==> config.mk <==
export PLATFORM = sky130hd
export DESIGN_NAME = serial_subtractor
export DESIGN_NICKNAME = d
export VERILOG_FILES = /design/src/rtl/serial_subtractor.sv
export SDC_FILE = /design/constraint.sdc
export NUM_CORES = 1
export LEC_CHECK = 0
export ABC_CLOCK_PERIOD_IN_PS = 1250
export CORE_UTILIZATION = 35
export DETAILED_ROUTE_END_ITERATION = 16
export GPL_TIMING_DRIVEN = 0
export PLACE_DENSITY_LB_ADDON = 0.08
export SLEW_MARGIN = 10
export SYNTH_ARGS = -nofsm -noshare
export SYNTH_HDL_FRONTEND = slang
export SYNTH_SLANG_ARGS = --single-unit
==> constraint.sdc <==
create_clock -name clk -period 1.25 [get_ports clk]
set_input_delay 0.25 -clock clk [delete_from_list [all_inputs] [get_ports clk]]
set_output_delay 0.25 -clock clk [all_outputs]
set_load 0.02 [all_outputs]
==> src/rtl/serial_subtractor.sv <==
// serial_subtractor: bit-serial a - b - bin, LSB first, one full-subtractor cell and a borrow flop.
// Optional signed overflow output enabled by defining SERIAL_SUB_OVF_EN.
module serial_subtractor #(
  parameter int WIDTH = 8
) (
  input  logic             clk,
  input  logic             rst,
  input  logic             in_valid,
  output logic             in_ready,
  input  logic [WIDTH-1:0] a,
  input  logic [WIDTH-1:0] b,
  input  logic             bin,
  output logic             out_valid,
  input  logic             out_ready,
  output logic [WIDTH-1:0] diff,
  output logic             bout
`ifdef SERIAL_SUB_OVF_EN
  ,
  output logic             ovf
`endif
);
  localparam int CW = WIDTH > 1 ? $clog2(WIDTH) : 1;
  typedef enum logic [1:0] {IDLE, RUN, DONE} state_t;
  state_t state;
  logic [WIDTH-1:0] a_sr, b_sr, res, res_n;
  logic [CW-1:0] cnt;
  logic br, d, nbr, last;
  always_comb begin
    d     = a_sr[0] ^ b_sr[0] ^ br;
    nbr   = (~a_sr[0] & b_sr[0]) | (~(a_sr[0] ^ b_sr[0]) & br);
    last  = cnt == CW'(WIDTH - 1);
    res_n = WIDTH'({d, res} >> 1);
  end
  assign in_ready  = state == IDLE;
  assign out_valid = state == DONE;
  always_ff @(posedge clk) begin
    if (rst) begin
      state <= IDLE;
      a_sr  <= '0;
      b_sr  <= '0;
      res   <= '0;
      br    <= 1'b0;
      cnt   <= '0;
      diff  <= '0;
      bout  <= 1'b0;
`ifdef SERIAL_SUB_OVF_EN
      ovf   <= 1'b0;
`endif
    end else begin
      case (state)
        IDLE: if (in_valid) begin
          a_sr  <= a;
          b_sr  <= b;
          br    <= bin;
          cnt   <= '0;
          state <= RUN;
        end
        RUN: begin
          a_sr <= a_sr >> 1;
          b_sr <= b_sr >> 1;
          res  <= res_n;
          br   <= nbr;
          cnt  <= last ? '0 : cnt + CW'(1);
          if (last) begin
            diff  <= res_n;
            bout  <= nbr;
`ifdef SERIAL_SUB_OVF_EN
            // br is the borrow into the MSB on the last cycle
            ovf   <= br ^ nbr;
`endif
            state <= DONE;
          end
        end
        DONE: if (out_ready) state <= IDLE;
        default: state <= IDLE;
      endcase
    end
  end
endmodule

==> results of run 1 <==
worst max-delay path by stage:
stage                                      from                   end  slack [ns]
after global placement                 in_valid  b_sr[5]$_SDFFE_PP0P_       -0.58
after global routing      state[1]$_SDFFE_PP0P_             out_valid       -0.10
final                     state[1]$_SDFFE_PP0P_  b_sr[5]$_SDFFE_PP0P_       -0.07
after CTS                 state[1]$_SDFFE_PP0P_             out_valid       -0.11
after floorplan           state[0]$_SDFFE_PP0P_  a_sr[0]$_SDFFE_PP0P_      0.0005
after detailed placement               in_valid  b_sr[5]$_SDFFE_PP0P_       -0.61
registers in the layout (all words and copies together) (netlist names):
| name | flops |
|---|---|
| a_sr | 8 |
| br | 1 |
| bout | 1 |
| res | 7 |
| cnt | 3 |
| state | 2 |
| b_sr | 8 |
| diff | 8 |
kinds of logic (layout without fill, tap and decap cells):
family,after synthesis,after routing,share of synthesized area [%]
compound gates,44,44,22.7
fa+ha+maj,3,3,2.84
buf+inv,18,64,6.38
flops,38,38,47.9
mux,1,1,0.630
simple gates,72,72,19.5
area by class of cell:
| cell class | count | area, um2 |
|---|---|---|
| fill | 400 | 2060 |
| multi-input combinational | 120 | 831 |
| sequential | 38 | 766 |
| timing repair buffer | 38 | 388 |
| buffer | 14 | 134 |
| clock buffer | 6 | 82.6 |
| tap | 52 | 65.1 |
| inverter | 4 | 15.0 |
| clock inverter | 2 | 12.5 |
per-layer routing:
layer,GRT usage (%),up-vias
li1,-,699
met1,17.7,649
met2,28.9,24
met3,4.94,6
met4,6.12,0
met5,0,-
stage by stage:
| step | power [mW] | TNS [ns] | hold slack, ns | util [%] | instances |
|---|---|---|---|---|---|
| finish | 2.59 | -0.727 | 0.305 | 52.7 | 274 |
| global route | 2.73 | -1.33 | 0.320 | 52.7 | 274 |
| CTS | 2.58 | -0.771 | 0.337 | 50.4 | 271 |
| detailed placement | 1.66 | -11.33 | 0.446 | 44.9 | 258 |
| global placement | 1.65 | -10.64 | 0.441 | 44.9 | 258 |
| floorplan | 1.53 | 0 | 0.410 | - | 176 |
power by group:
group	switching, mW	leakage [nW]	total, mW	internal (mW)
sequential	0.0441	0.312	1.31	1.27
clock	0.437	0.0472	0.880	0.443
combinational	0.184	0.488	0.392	0.208
timing repair:
item,4_1_cts,5_1_grt
cloned,1,0
setup endpoints to repair,46,43
gates resized for setup,45,25
setup buffers,4,3
pin swaps,29,4
placed cells by master, fill, tap and decap left out, types with 4 or more instances in the layout:
cell	netlist	routed
dfxtp_1	38	34
nor2_1	32	31
nand2_1	22	21
a21oi_1	21	19
clkdlybuf4s50_1	0	18
o221ai_2	10	12
nand3_1	8	8
clkbuf_8	0	7
buf_6	1	7
buf_4	0	6
inv_1	4	4
dfxtp_2	0	4
dlygate4sd2_1	0	4
clkdlybuf4s15_1	0	4
==> results.sh, run 1 <==
export IMPL_cp_required_ns=1.43
export IMPL_finalCritPeriodShare_pct=105
export IMPL_max_freq_ghz=0.759
export IMPL_period_minus_slack_ns=1.32
export IMPL_synth_ff_type="dfxtp_1"
export IMPL_irDropWorstVdd_mv=0.620
export IMPL_dpl_hpwl_um=2400
export IMPL_reg2reg_from="state[1]$_SDFFE_PP0P_"
export IMPL_synth_top_cell_area_share_pct=47.9
export IMPL_hold_viol_final=0
export IMPL_tritoncts="yes"
export IMPL_synth_cell_types=27
export IMPL_met1_length_um=1520
export IMPL_overflow=0
export IMPL_drv_slew=0
export IMPL_clock_skew_ns=0.00663
export IMPL_slew_headroom_pct=67.2
export IMPL_io_buffers=30
export IMPL_setup_viol=15
export IMPL_antenna_found_initial=0
export IMPL_top_layer="met4"
export IMPL_ys_ff_latch=38
export IMPL_yosysSeqAreaShare_pct=47.9
export IMPL_slowest_delay_ns=0.39
export IMPL_cp_max_fo=5
export IMPL_worst_hold_startpoint="rst"
export IMPL_route_vias_total=1378
export IMPL_p_leak_nw=0.848
export IMPL_drc=0
export IMPL_synth_largest_area_cell="dfxtp_1"
export IMPL_ant_nets=0
export IMPL_slowest_stage="or3b_1"
export IMPL_worst_ep_arrival_time_ns=1.50
export IMPL_clkLatencyLatePin_ns=0.29
export IMPL_track_usage_pct=16.1
export IMPL_fin_nets=245
export IMPL_clk_pin_slew_worst_paths_ns=0.08
export IMPL_syn_area_per_cell_um2=9.02
export IMPL_met2_length_um=1870
export IMPL_first_iter_violations=85
export IMPL_grt_max_degree=13
export IMPL_routedWlPerCell_um=13.1
export IMPL_grt_pass1_vias=1346
export IMPL_syn2layout_area_growth_pct=44.4
export IMPL_initial_core_util_pct=36.5
export IMPL_pwr_density_cell_nw_per_um2=1130
export IMPL_async_flop_share_pct=0
export IMPL_stdcell_area_um2=2290
export IMPL_core_area_um2=4350
export IMPL_synth_commonest_cells="dfxtp_1, nor2_1, nand2_1"
export IMPL_cts_sinks=38
export IMPL_worstSetupPathType="reg -> reg"
export IMPL_ios=32
export IMPL_placementRows=24
export IMPL_placed_area_um2=1950
export IMPL_pre_cts_ws_ns=-0.612
export IMPL_cts_buffers=5
export IMPL_die_x_um=69.4
export IMPL_die_h_um=69.4
export IMPL_critPathTopFamily="simple AND/OR/NAND/NOR gates"
export IMPL_start_kind="register"
export IMPL_root_buffer="clkbuf_8"
export IMPL_crit_chain="or3b_1 -> buf_6 -> buf_12 -> o221ai_2 -> nor2_1"
export IMPL_fin_ws_ns=-0.0677
export IMPL_wl_um=3590
export IMPL_route_met3_wl_um=136
export IMPL_synthCells=176
export IMPL_violations="setup timing"
export IMPL_hold_end="diff[6]$_SDFFE_PP0P_"
export IMPL_reg2reg_depth=5
export IMPL_via_per_inst=5.03
export IMPL_hold_depth=2
export IMPL_maxCapViolations=0
export IMPL_cp_depth=5
export IMPL_drive_gt1_share_pct=26.6
export IMPL_min_path_type="in -> reg"
export IMPL_grt_setup_unrepaired="true"
export IMPL_die_area_um2=4810
export IMPL_grt_pass1_wl_um=6140
export IMPL_first_pass_iters=4
export IMPL_synth_edf_count=0
export IMPL_h_tree_depth=2
export IMPL_crit_path_end_kind="register"
export IMPL_syn_nets=200
export IMPL_reg2reg_slack_ns=-0.07
export IMPL_tightest_slew_ns=0.493
export IMPL_cts_hold_buf=0
export IMPL_yosysMostFrequentCell="dfxtp_1"
export IMPL_synth_area_leaders="dfxtp_1, o221ai_2, nor2_1, a21oi_1, nand2_1"
export IMPL_gp_congestion=0.747
export IMPL_clock_path_buffers=2
export IMPL_crit_buf_inv=2
export IMPL_regToRegEndpoint="b_sr[5]$_SDFFE_PP0P_"
export IMPL_synth_area_um2=1590
export IMPL_status="finished, violations left"
export IMPL_diodes=0
export IMPL_ys_warnings_count=0
No activity file was read; power rests on OpenSTA's default activity.
==> inputs of run 2 (changes only) <==
--- a/config.mk
+++ b/config.mk
@@ -9,7 +9,7 @@
 export CORE_UTILIZATION = 35
 export DETAILED_ROUTE_END_ITERATION = 16
 export GPL_TIMING_DRIVEN = 0
-export PLACE_DENSITY_LB_ADDON = 0.08
+export PLACE_DENSITY = 0.63
 export SLEW_MARGIN = 10
 export SYNTH_ARGS = -nofsm -noshare
 export SYNTH_HDL_FRONTEND = slang
==> results.sh, run 2 (same netlist as run 1, synthesis figures left out) <==
export IMPL_status="finished, violations left"
export IMPL_violations="setup timing"
export IMPL_clock_skew_ns=0.0112
export IMPL_p_leak_nw=0.854
export IMPL_reg2reg_from="state[1]$_SDFFE_PP0P_"
export IMPL_drive_gt1_share_pct=29.9
export IMPL_reg2reg_slack_ns=-0.07
export IMPL_placed_area_um2=1950
export IMPL_via_per_inst=5.03
export IMPL_pwr_density_cell_nw_per_um2=1170
export IMPL_drc=0
export IMPL_overflow=0
export IMPL_cts_buffers=5
export IMPL_die_area_um2=4810
export IMPL_antenna_found_initial=0
export IMPL_cp_endpoint="br$_SDFFE_PP0P_"
export IMPL_cts_hold_buf=0
export IMPL_finalCritPeriodShare_pct=106
export IMPL_ant_nets=0
export IMPL_dp_cells=258
export IMPL_placementRows=24
export IMPL_cts_sinks=38
export IMPL_h_tree_depth=2
export IMPL_regToRegEndpoint="br$_SDFFE_PP0P_"
export IMPL_worst_hold_startpoint="rst"
export IMPL_final_util_pct=54.5
export IMPL_final_cell_mix="dfxtp_1, nor2_1, a21oi_1"
export IMPL_root_buffer="clkbuf_8"
export IMPL_tritoncts="yes"
export IMPL_cp_required_ns=1.44
export IMPL_routedWlPerCell_um=13.0
export IMPL_tightest_slew_ns=0.483
export IMPL_holdWs_ns=0.304
export IMPL_start_kind="register"
export IMPL_period_minus_slack_ns=1.32
export IMPL_max_freq_ghz=0.756
export IMPL_grt_pass1_wl_um=5910
export IMPL_reg2reg_depth=3
export IMPL_initial_core_util_pct=36.5
export IMPL_finalPower_mw=2.78
export IMPL_stdcell_area_um2=2370
export IMPL_track_usage_pct=15.5
export IMPL_worst_ep_arrival_time_ns=1.51
export IMPL_largestRegisters="a_sr x8, b_sr x8, diff x8"
export IMPL_gp_congestion=0.748
export IMPL_fin_ws_ns=-0.0735
export IMPL_slew_headroom_pct=67.8
export IMPL_crit_path_end_kind="register"
export IMPL_critPathLaunch="state[1]$_SDFFE_PP0P_"
export IMPL_final_common_cell="dfxtp_1"
export IMPL_route_vias_total=1373
export IMPL_first_iter_violations=79
export IMPL_core_area_um2=4350
export IMPL_diodes=0
export IMPL_clk_pin_slew_worst_paths_ns=0.08
export IMPL_die_x_um=69.4
export IMPL_final_cells=273
export IMPL_fillers=385
export IMPL_cp_max_fo=4
export IMPL_wl_um=3540
export IMPL_ios=32
export IMPL_clkLatencyLatePin_ns=0.30
export IMPL_fin_nets=244
export IMPL_syn2layout_area_growth_pct=49.4
export IMPL_io_buffers=30
export IMPL_worstSetupPathType="reg -> reg"
export IMPL_maxCapViolations=0
export IMPL_irDropWorstVdd_mv=0.692
export IMPL_drv_slew=0
export IMPL_die_h_um=69.4
export IMPL_grt_max_degree=14
export IMPL_hold_viol_final=0
export IMPL_dpl_hpwl_um=2260
export IMPL_grt_setup_unrepaired="true"
export IMPL_min_path_type="in -> reg"
export IMPL_grt_pass1_vias=1243
export IMPL_setup_viol=17
export IMPL_first_pass_iters=5
export IMPL_clock_path_buffers=2
## run 2: cell types whose count changed in the layout (fill, tap and decap cells not counted), sizes merged
cell and delta:
clkinvlp +1, clkdlybuf4s15 +3, clkinv -1, clkbuf -3, dlygate4sd2 -2, bufinv +1
## run 2: final cells by class
cell class	instances	area (um2)	area share, %
multi-input combinational	120	886	37.3
sequential	38	768	32.4
timing repair buffer	38	390	16.5
buffer	13	134	5.64
clock buffer	5	68.8	2.90
tap	52	65.1	2.74
clock inverter	3	45.0	1.90
inverter	4	15.0	0.633
## run 2: report_power, final
part	leakage [nW]	switching [mW]	internal (mW)	total (mW)
logic	0.491	0.192	0.216	0.408
clock network	0.0504	0.461	0.594	1.05
registers	0.313	0.0476	1.27	1.32
total	0.854	0.701	2.08	2.78
## run 2: what timing repair did
action / CTS / global route
endpoints found under the setup margin: 46 / 39
setup buffers: 5 / 2
pin swaps: 28 / 8
gates resized for setup: 51 / 39
hold endpoints to repair: 0 / 0
gates cloned: 1 / 0
## run 2: how the worst min path moves through the flow
stage                                 to  cells past startpoint
global placement    diff[6]$_SDFFE_PP0P_                      2
detailed placement  diff[3]$_SDFFE_PP0P_                      2
finish              diff[6]$_SDFFE_PP0P_                      2
CTS                 diff[6]$_SDFFE_PP0P_                      2
floorplan           a_sr[7]$_SDFFE_PP0P_                      2
global route        diff[6]$_SDFFE_PP0P_                      2
## run 2: layer usage
metal / track usage (%) / part of all wire [%] / wire length, um / up-vias
met1: 19.4 / 46 / 1640 / 640
met2: 25.2 / 48 / 1700 / 28
met5: 0 / 0 / 0 / -
met3: 5.23 / 4.5 / 159 / 7
met4: 4.76 / 1.4 / 49 / 0
li1: - / - / - / 698
## run 2: metrics by stage
stage	setup TNS (ns)	worst slack, ns
after floorplan	0	0.000549
final	-0.335	-0.0735
after global routing	-1.18	-0.116
after detailed placement	-10.94	-0.593
after global placement	-10.73	-0.583
after CTS	-0.185	-0.0900
## run 2: worst max-delay path, stage by stage, from the launching register on
cell	delay (ns)
dfxtp_4	0.36
or3b_4	0.45
buf_6	0.16
o221a_4	0.24
